==> config.mk <==
export PLATFORM = sky130hd
export DESIGN_NAME = tmds_channel_decoder_flat
export DESIGN_NICKNAME = d
export VERILOG_FILES = /design/src/rtl/tmds_pkg.sv /design/src/rtl/tmds_channel_decoder_if.sv /design/src/rtl/tmds_word_aligner.sv /design/src/rtl/tmds_channel_decoder.sv /design/src/flat_wrapper.sv
export SDC_FILE = /design/constraint.sdc
export NUM_CORES = 1
export LEC_CHECK = 0
export CAP_MARGIN = 25
export CORE_MARGIN = 2
export CORE_UTILIZATION = 40
export DETAILED_ROUTE_END_ITERATION = 10
export REMOVE_ABC_BUFFERS = 1
export SLEW_MARGIN = 0
export SYNTH_ARGS = -nofsm -noshare
export SYNTH_HDL_FRONTEND = slang
export SYNTH_SLANG_ARGS = --single-unit
==> constraint.sdc <==
create_clock -name pixel_clock -period 2.6 [get_ports pixel_clock]
set_input_delay 0.39 -clock pixel_clock [delete_from_list [all_inputs] [get_ports pixel_clock]]
set_output_delay 0.39 -clock pixel_clock [all_outputs]
set_load 0.02 [all_outputs]
==> src/rtl/tmds_pkg.sv <==
// Shared TMDS symbol definitions: control tokens, token lookup and 10b->8b data decode.
// Kept free of decoder-specific state so the encoder side can import it as well.
package tmds_pkg;

  localparam int SYMBOL_W = 10;

  localparam logic [SYMBOL_W-1:0] CTRL_TOKEN_00 = 10'b1101010100;
  localparam logic [SYMBOL_W-1:0] CTRL_TOKEN_01 = 10'b0010101011;
  localparam logic [SYMBOL_W-1:0] CTRL_TOKEN_10 = 10'b0101010100;
  localparam logic [SYMBOL_W-1:0] CTRL_TOKEN_11 = 10'b1010101011;

  typedef enum logic {
    SEARCH,
    LOCKED
  } align_state_t;

  typedef struct packed {
    logic       is_token;
    logic [1:0] ctrl;
  } token_t;

  function automatic token_t classify_token(input logic [SYMBOL_W-1:0] w);
    token_t t;
    t.is_token = 1'b1;
    t.ctrl     = 2'b00;
    case (w)
      CTRL_TOKEN_00: t.ctrl = 2'b00;
      CTRL_TOKEN_01: t.ctrl = 2'b01;
      CTRL_TOKEN_10: t.ctrl = 2'b10;
      CTRL_TOKEN_11: t.ctrl = 2'b11;
      default:       t.is_token = 1'b0;
    endcase
    return t;
  endfunction

  // Bit 9 undoes the DC-balance inversion, bit 8 selects XOR vs XNOR chaining.
  function automatic logic [7:0] decode_data(input logic [SYMBOL_W-1:0] w);
    logic [7:0] d;
    logic [7:0] q;
    d    = w[9] ? ~w[7:0] : w[7:0];
    q[0] = d[0];
    for (int i = 1; i < 8; i++) begin
      q[i] = w[8] ? (d[i] ^ d[i-1]) : ~(d[i] ^ d[i-1]);
    end
    return q;
  endfunction

endpackage

==> src/rtl/tmds_channel_decoder_if.sv <==
// Per-lane bus between the deserializer/pixel sink (master) and the channel decoder (slave).
interface tmds_channel_decoder_if;
  import tmds_pkg::*;

  logic [SYMBOL_W-1:0] tmds_word;
  logic [7:0]          pixel_data;
  logic                den;
  logic [1:0]          ctrl;
  logic                aligned;
  logic [3:0]          bit_offset;
  logic                lock_lost;

  modport master (
    output tmds_word,
    input  pixel_data, den, ctrl, aligned, bit_offset, lock_lost
  );

  modport slave (
    input  tmds_word,
    output pixel_data, den, ctrl, aligned, bit_offset, lock_lost
  );

endinterface

==> src/rtl/tmds_word_aligner.sv <==
// S1/S2 of the decoder: holds the previous word and barrel-selects a 10-bit symbol
// out of the 20-bit {current, previous} window at the requested bit offset.
module tmds_word_aligner
  import tmds_pkg::*;
(
  input  logic                pixel_clock,
  input  logic                resetn,
  input  logic [SYMBOL_W-1:0] tmds_word,
  input  logic [3:0]          bit_offset,
  output logic [SYMBOL_W-1:0] aligned_word
);

  logic [SYMBOL_W-1:0]   prev_word;
  logic [2*SYMBOL_W-1:0] window;
  logic [4:0]            sel;

  // Bit 0 is earliest on the wire, so older bits sit in the low half.
  assign window = {tmds_word, prev_word};
  assign sel    = {1'b0, bit_offset};

  always_ff @(posedge pixel_clock or negedge resetn) begin
    if (!resetn) begin
      prev_word    <= '0;
      aligned_word <= '0;
    end else begin
      prev_word    <= tmds_word;
      aligned_word <= window[sel +: SYMBOL_W];
    end
  end

endmodule

==> src/rtl/tmds_channel_decoder.sv <==
// One TMDS lane receiver: word alignment search/lock FSM driven by control-token runs,
// plus the registered token/data decode stage.
module tmds_channel_decoder
  import tmds_pkg::*;
#(
  parameter int CTRL_RUN       = 12,
  parameter int SEARCH_TIMEOUT = 4096,
  parameter int LOSS_TIMEOUT   = 4096,
  parameter int CNT_W          = 13
) (
  input  logic                  pixel_clock,
  input  logic                  resetn,
  tmds_channel_decoder_if.slave bus
);

  localparam int                RUN_W        = $clog2(CTRL_RUN + 1);
  localparam logic [RUN_W-1:0]  RUN_TARGET   = RUN_W'(CTRL_RUN);
  localparam logic [CNT_W-1:0]  SEARCH_LIMIT = CNT_W'(SEARCH_TIMEOUT);
  localparam logic [CNT_W-1:0]  LOSS_LIMIT   = CNT_W'(LOSS_TIMEOUT);

  align_state_t        state, state_next;
  logic [RUN_W-1:0]    run_cnt, run_next, run_inc;
  logic [CNT_W-1:0]    timer, timer_next, timer_inc;
  logic [1:0]          settle_cnt, settle_next;
  logic [3:0]          offset, offset_next, offset_inc;
  logic                lost_next;
  logic [SYMBOL_W-1:0] aligned_word;
  token_t              tok;
  logic [7:0]          pixel_q;
  logic                den_q;
  logic [1:0]          ctrl_q;
  logic                lost_q;

  tmds_word_aligner u_aligner (
    .pixel_clock  (pixel_clock),
    .resetn       (resetn),
    .tmds_word    (bus.tmds_word),
    .bit_offset   (offset),
    .aligned_word (aligned_word)
  );

  assign tok        = classify_token(aligned_word);
  assign run_inc    = (run_cnt == '1) ? run_cnt : run_cnt + RUN_W'(1);
  assign timer_inc  = (timer == '1) ? timer : timer + CNT_W'(1);
  assign offset_inc = (offset == 4'd9) ? 4'd0 : offset + 4'd1;

  always_ff @(posedge pixel_clock or negedge resetn) begin
    if (!resetn) begin
      state      <= SEARCH;
      run_cnt    <= '0;
      timer      <= '0;
      settle_cnt <= '0;
      offset     <= '0;
      lost_q     <= 1'b0;
      pixel_q    <= '0;
      den_q      <= 1'b0;
      ctrl_q     <= '0;
    end else begin
      state      <= state_next;
      run_cnt    <= run_next;
      timer      <= timer_next;
      settle_cnt <= settle_next;
      offset     <= offset_next;
      lost_q     <= lost_next;
      den_q      <= ~tok.is_token;
      ctrl_q     <= tok.is_token ? tok.ctrl : ctrl_q;
      pixel_q    <= tok.is_token ? pixel_q : decode_data(aligned_word);
    end
  end

  // One timer serves as search timeout and loss timeout; it is cleared on every state change.
  // After any offset change, settle_cnt masks the words still selected at the old offset.
  always_comb begin
    state_next  = state;
    run_next    = run_cnt;
    timer_next  = timer;
    settle_next = settle_cnt;
    offset_next = offset;
    lost_next   = 1'b0;
    case (state)
      SEARCH: begin
        if (settle_cnt != 2'd0) begin
          settle_next = settle_cnt - 2'd1;
          run_next    = '0;
        end else begin
          run_next = tok.is_token ? run_inc : '0;
        end
        if (settle_cnt == 2'd0 && tok.is_token && run_inc == RUN_TARGET) begin
          state_next = LOCKED;
          run_next   = '0;
          timer_next = '0;
        end else if (timer_inc == SEARCH_LIMIT) begin
          timer_next = '0;
          if (!tok.is_token) begin
            run_next    = '0;
            offset_next = offset_inc;
            settle_next = 2'd2;
          end
        end else begin
          timer_next = timer_inc;
        end
      end
      LOCKED: begin
        if (tok.is_token) begin
          timer_next = '0;
        end else if (timer_inc == LOSS_LIMIT) begin
          state_next  = SEARCH;
          lost_next   = 1'b1;
          timer_next  = '0;
          run_next    = '0;
          offset_next = offset_inc;
          settle_next = 2'd2;
        end else begin
          timer_next = timer_inc;
        end
      end
    endcase
  end

  assign bus.pixel_data = pixel_q;
  assign bus.den        = den_q;
  assign bus.ctrl       = ctrl_q;
  assign bus.aligned    = (state == LOCKED);
  assign bus.bit_offset = offset;
  assign bus.lock_lost  = lost_q;

endmodule
==> src/flat_wrapper.sv <==
// flat-port wrapper written by rule: the top's interface ports become plain ports
module tmds_channel_decoder_flat import tmds_pkg::*;
#(
  parameter int CTRL_RUN       = 12,
  parameter int SEARCH_TIMEOUT = 4096,
  parameter int LOSS_TIMEOUT   = 4096,
  parameter int CNT_W          = 13
)
  (pixel_clock, resetn, bus_tmds_word, bus_pixel_data, bus_den, bus_ctrl, bus_aligned, bus_bit_offset, bus_lock_lost);
  tmds_channel_decoder_if bus_i ();
  input  logic pixel_clock;
  input  logic resetn;
  input wire logic [$bits(bus_i.tmds_word)-1:0] bus_tmds_word;
  output wire logic [$bits(bus_i.pixel_data)-1:0] bus_pixel_data;
  output wire logic [$bits(bus_i.den)-1:0] bus_den;
  output wire logic [$bits(bus_i.ctrl)-1:0] bus_ctrl;
  output wire logic [$bits(bus_i.aligned)-1:0] bus_aligned;
  output wire logic [$bits(bus_i.bit_offset)-1:0] bus_bit_offset;
  output wire logic [$bits(bus_i.lock_lost)-1:0] bus_lock_lost;
  assign bus_i.tmds_word = bus_tmds_word;
  assign bus_pixel_data = bus_i.pixel_data;
  assign bus_den = bus_i.den;
  assign bus_ctrl = bus_i.ctrl;
  assign bus_aligned = bus_i.aligned;
  assign bus_bit_offset = bus_i.bit_offset;
  assign bus_lock_lost = bus_i.lock_lost;
  tmds_channel_decoder #(.CTRL_RUN(CTRL_RUN), .SEARCH_TIMEOUT(SEARCH_TIMEOUT), .LOSS_TIMEOUT(LOSS_TIMEOUT), .CNT_W(CNT_W)) u_core (.pixel_clock(pixel_clock), .resetn(resetn), .bus(bus_i));
endmodule
Word level (Yosys, flattened, before mapping)
Index checks and enable logic that the tools add are counted.
{"block": "classes", "addsub": 4, "eq_ne": 14, "shifts": 1, "n_mux": 45, "bitwise": 17, "n_reduce_logical": 7}
{"op": "two-way mux 4 bit", "count": 14}
{"op": "two-way mux 13 bit", "count": 4}
{"op": "== test 13 bit, second input constant", "count": 2}
{"op": "case mux 13 bit (2 select lines)", "count": 1}
{"op": "== test 10 bit, second input constant", "count": 2}
{"op": "indexed part select 20 x 5 -> 10 bit", "count": 1}
{"op": "case mux 4 bit (2 select lines)", "count": 2}
{"op": "two-way mux 1 bit", "count": 14}
{"op": "adder 13 x 1 -> 13 bit, second input constant", "count": 1}
{"op": "== test 4 bit, second input constant", "count": 3}
{"op": "two-way mux 2 bit", "count": 6}
{"op": "== test 10 x 8 -> 1 bit, second input constant", "count": 1}
{"op": "== test 10 x 9 -> 1 bit, second input constant", "count": 1}
{"op": "inverter 1 bit", "count": 9}
{"op": "adder 4 x 1 -> 4 bit, second input constant", "count": 2}
{"op": "two-way mux 8 bit", "count": 1}
{"op": "inequality test 2 bit, second input constant", "count": 4}
{"op": "inverter 8 bit", "count": 1}
{"op": "bitwise XOR 1 bit", "count": 7}
{"op": "case mux 2 bit (3 select lines)", "count": 1}
{"op": "AND reduction 5 bit", "count": 1}
{"op": "case mux 2 bit (2 select lines)", "count": 1}
{"op": "OR reduction 4 bit", "count": 1}
{"op": "logical AND 1 bit", "count": 2}
{"op": "6 further kinds", "count": 6}
{"block": "totals", "register_bits": 56, "input_bits": 12, "output_inout_bits": 17, "word_cells": 99}

Depth between registers and ports, before layout
{"block": "depth", "ltp_word": 9, "ltp_mapped": 10, "ltp_nobuf": 8}

By module
Synthesis repeated with hierarchy kept, for this count alone.
{"block": "hier_totals", "cells_unflattened": 341, "hier_area_um2": 3607.2}
{"mod": "tmds_channel_decoder", "instances": 1, "cells_per_inst": 239, "area_each_um2": 2152.1, "seq_area_each_um2": 900.9}
{"mod": "tmds_word_aligner", "instances": 1, "cells_per_inst": 102, "area_each_um2": 1455.1, "seq_area_each_um2": 500.5}

Least setup slack after synthesis
OpenSTA, ideal clock, no wires.
{"block": "synth_path", "kind": "reg2reg", "from": "register u_core.timer[1]", "to": "register u_core.timer[2]", "setup_time_ns": 0.087, "t_arrival_ns": 2.208, "required_time_ns": 2.513, "setup_slack_ns": 0.305, "stages_incl_launch_ff": 10, "n_path_buf": 1, "period_less_slack_ns": 2.295, "cell_sequence": "dfrtp_1 -> ha_1 -> nand3_2 -> or4_1 -> o311ai_1 -> a211oi_2 -> and4bb_4 -> a21o_1 -> buf_6 -> a211oi_2"}
{"block": "synth_via", "elab_chain_cells": 6, "word_cells_on_any_way": 8, "classes_between": "add/sub (1); eq/ne (2); mux (5)"}
{"item": "start, declared", "line_no": "tmds_channel_decoder.sv:23", "rtl": "logic [CNT_W-1:0] timer, timer_next, timer_inc;"}
{"item": "start signal, assigned", "line_no": "tmds_channel_decoder.sv:61", "rtl": "timer <= timer_next;"}
{"item": "adder 13 x 1 -> 13 bit or == test 13 bit (tied branches)", "line_no": "tmds_channel_decoder.sv:44", "rtl": "assign timer_inc = (timer == '1) ? timer : timer + CNT_W'(1);"}
{"item": "two-way mux 13 bit *", "line_no": "tmds_channel_decoder.sv:44"}
{"item": "== test 13 bit", "line_no": "tmds_channel_decoder.sv:92, tmds_channel_decoder.sv:106"}
{"item": "two-way mux 13 bit *", "line_no": "tmds_channel_decoder.sv:92, tmds_channel_decoder.sv:106"}
{"item": "two-way mux 13 bit, on equally long branches", "line_no": "tmds_channel_decoder.sv:104, tmds_channel_decoder.sv:88"}
{"item": "case mux 13 bit (2 select lines) *", "line_no": "tmds_channel_decoder.sv:80", "rtl": "case (state)"}
{"item": "named net u_core.timer_next[2]", "line_no": "tmds_channel_decoder.sv:23"}
Mark *: on every way through the listed nets, which the timed path passes. The rest lies on a longest branch.
A chain may end at the register's enable or synchronous reset.

Final worst setup path
{"block": "layout_path", "from": "register u_core.timer[1]", "to": "register u_core.offset[3] (netlist: u_core.bus.bit_offset[3])"}
{"block": "layout_via", "elab_chain_cells": 5, "word_cells_on_any_way": 7, "classes_between": "add/sub (1); eq/ne (4); mux (1); reduce/logical (1)"}
{"item": "adder 13 x 1 -> 13 bit or == test 13 bit (tied branches)", "line_no": "tmds_channel_decoder.sv:44"}
{"item": "two-way mux 13 bit *", "line_no": "tmds_channel_decoder.sv:44"}
{"item": "== test 13 bit *", "line_no": "tmds_channel_decoder.sv:92, tmds_channel_decoder.sv:106"}
{"item": "inequality test 2 bit (no line) or inequality test 2 x 1 -> 1 bit (tied branches)"}
{"item": "AND reduction 5 bit (no line) *"}
{"item": "end signal, assigned", "line_no": "tmds_channel_decoder.sv:63", "rtl": "offset <= offset_next;"}
{"item": "end, declared", "line_no": "tmds_channel_decoder.sv:25", "rtl": "logic [3:0] offset, offset_next, offset_inc;"}
Mark *: on every way between the ends. The rest lies on a longest branch, timed or not.

==> flow_summary_export.csv <==
group,metric,value,unit
setup_path,arrival,2700,ps
timing,hold_viol,0,
pwr,internal_power,1.302,mW
setup_path,critPathMaxFanout,7,
pwr,leakagePower,1.470,nW
global_routing,grt_max_degree,30,
clock_network,clk_path_buf_depth,2,
pwr,p_seq_frac,0.542,
final_layout,final_layout_size_suffix_gt1_frac,0.1543,
hold_path,holdCritPathClass,"in -> async",
pwr,p_comb_frac,0.116,
run_status,outcome,"completed",
final_layout,antennaDiodeCount,0,
pwr,vdd_ir_drop_max,226.7,uV
setup_path,setup.worst_path.class,"reg -> reg",
timing,worst_clock_skew,7.365,ps
route,drc,0,
route,wl_per_cell,14.70,um
clock_network,ctsResizeCount,0,
logic_synthesis,postSynth.asyncResetShare,1.000,
floorplanning,initial_core_util,0.4076,
route,antenna_left,0,
pwr,power_density,449.7,nW/um2
logic_synthesis,yosys_register_bits,56,
route,vias_per_cell,5.511,
final_layout,final_common_cell,"dfrtp_1",
logic_synthesis,synth_area,3316,um2
logic_synthesis,ys_warn_count,0,
route,first_pass_iters,4,
clock_network,root_buffer,"clkbuf_8",
logic_synthesis,netlist_instances,341,
clock_network,cts_tree,"done",
run,maxCapViolCount,0,
timing,fin_tns_setup,0,ps
clock_network,path_clk_slew,110,ps
floorplanning,die_w,95.05,um
route,wirelength,6.881,mm
timing,max_slew_margin,0.5443,
route,vias,2579,
clock_network,clock-sinks,56,
floorplanning,core,8134,um2
logic_synthesis,ys_seq_area_frac,0.4226,
timing,fmax,408.9,MHz
clock_network,cts_hold_buf,0,
final_layout,layoutNonFillerInstCount,468,
floorplanning,num_io_pins,29,
placement,io_buffers,28,
timing,fin_crit_sh,0.9405,
timing,drv_slew,0,
floorplanning,fp.dieH,95.05,um
placement,gp_congestion,0.8753,
timing,finalSetupViolCount,0,
final_layout,final_cell_mix,"dfrtp_1 (54), nand2_1 (38), nor2_1 (34)",
global_routing,grt_pass1_vias,2386,
logic_synthesis,synth_ff_type,"dfrtp_1",
global_routing,grt_use_total,0.1621,
final_layout,syn2layout_area_growth,15.96,%
pwr,p_sw,0.4275,mW
logic_synthesis,synth_edf_count,0,
pwr,switching_share,0.2472,
timing,fin_crit,2445,ps
timing,grt_setup_unrepaired,"false",
setup_path,cp-end-kind,"flop",
clock_network,cts_buffers,5,
setup_path,cp_data_required_time,2850,ps
logic_synthesis,syn_area_per_cell,9.723,um2
timing,hold_ws,102.8,ps
global_routing,overflow,0,
floorplanning,num_rows,33,
pwr,pwr-share-clk,0.342,
final_layout,fin_nets,376,
placement,dp_hpwl,5.206,mm
clock_network,postCtsSetupBuffers,0,
setup_path,startpoint_type,"flop",
logic_synthesis,ys_types,57,
floorplanning,die-area,9034,um2
route,drtIter0Drc,119,
placement,dp.cells,460,
timing,tightest_slew,683.5,ps
clock_network,insertion_delay,310,ps
global_routing,grt_antenna_before_repair,0,
clock_network,htree_levels,2,
global_routing,grt_pass1_wl,11.67,mm
## sequential cells by signal, summed over array words and instances, names as in the netlist
signal,count
u_core.bus.aligned,1
u_core.bus.bit_offset,4
u_core.bus.ctrl,2
u_core.bus.den,1
u_core.bus.lock_lost,1
u_core.bus.pixel_data,8
u_core.run_cnt,4
u_core.settle_cnt,2
u_core.timer,13
u_core.u_aligner.aligned_word,10
u_core.u_aligner.prev_word,10
## cell type report
type,instances,area (um2)
tap,105,131.4
fill,749,4289
sequential,56,1404
inverter,6,22.52
timing repair buffer,38,362.8
clock buffer,5,68.82
clock inverter,3,47.55
multi-input combinational,255,1808
## power by group through the flow
stage          Sequential (mW)  Clock [mW]  Combinational, mW
3_5_place_dp             0.955           0              0.204
6_report                 0.937       0.592              0.200
4_1_cts                  0.938       0.608              0.204
3_3_place_gp             0.953           0              0.201
5_1_grt                  0.943       0.644              0.221
2_1_floorplan            0.978           0             0.0742
## stage by stage
step	total power, mW	cell area (um2)	setup slack [ps]	util
floorplan	1.052	3197	229.5	-
global placement	1.154	3691	96.19	0.4538
detailed placement	1.159	3691	53.22	0.4538
CTS	1.750	3807	24.27	0.4681
global route	1.808	3845	12.95	0.4727
finish	1.729	3845	154.7	0.4727
## cells by family after synthesis
family	synth area share
DFF	0.4226
buffers and inverters	0.04264
xor gates and xnor gates	0.05019
muxes	0.1151
and+or+nand+nor	0.2125
AOI/OAI and AO/OA	0.1494
adders and majority gates	0.007546
## path summary, 6_finish.rpt
check / start / endpoint / slack (ps) / depth (start not counted)
setup / recovery: u_core.timer[1]$_DFF_PN0_ / u_core.bus.bit_offset[3]$_DFFE_PN0P_ / 150 / 8
hold / removal: resetn / u_core.run_cnt[1]$_DFFE_PN0P_ / 100 / 1
setup reg to reg: u_core.timer[1]$_DFF_PN0_ / u_core.bus.bit_offset[3]$_DFFE_PN0P_ / 150 / 8
hold reg to reg: u_core.bus.pixel_data[7]$_DFFE_PN0P_ / u_core.bus.pixel_data[7]$_DFFE_PN0P_ / 470 / 2
max in group asynchronous: resetn / u_core.timer[1]$_DFF_PN0_ / 1910 / 2
min in group pixel_clock: u_core.bus.pixel_data[7]$_DFFE_PN0P_ / u_core.bus.pixel_data[7]$_DFFE_PN0P_ / 470 / 2
## metal layers
metal  track usage  up-vias  part of all wire
met2        0.2701       52              0.48
met3       0.02846        8             0.036
li1              -     1269                 -
met4       0.03502        0             0.011
met1        0.2226     1250              0.47
met5             0        -                 0
## critical path, stage by stage, from the launching register on
cell	delay [ps]
dfrtp_2	430
ha_2	270
and2_2	220
a21oi_1	70
or3_1	320
a211oi_2	320
nand4b_1	230
or4_1	440
nand3_1	90
## Yosys cell counts, drive strengths merged, types with 8 or more instances
master / instances / area share
nor2: 35 / 0.040
nand2: 38 / 0.043
xnor2: 16 / 0.042
o21ai: 20 / 0.030
nand3: 10 / 0.017
a21oi: 21 / 0.032
a211oi: 11 / 0.032
mux2i: 10 / 0.030
clkbuf: 18 / 0.020
nor2b: 8 / 0.015
mux4: 10 / 0.068
dfrtp: 56 / 0.42
No activity file was read; power rests on OpenSTA's default activity.
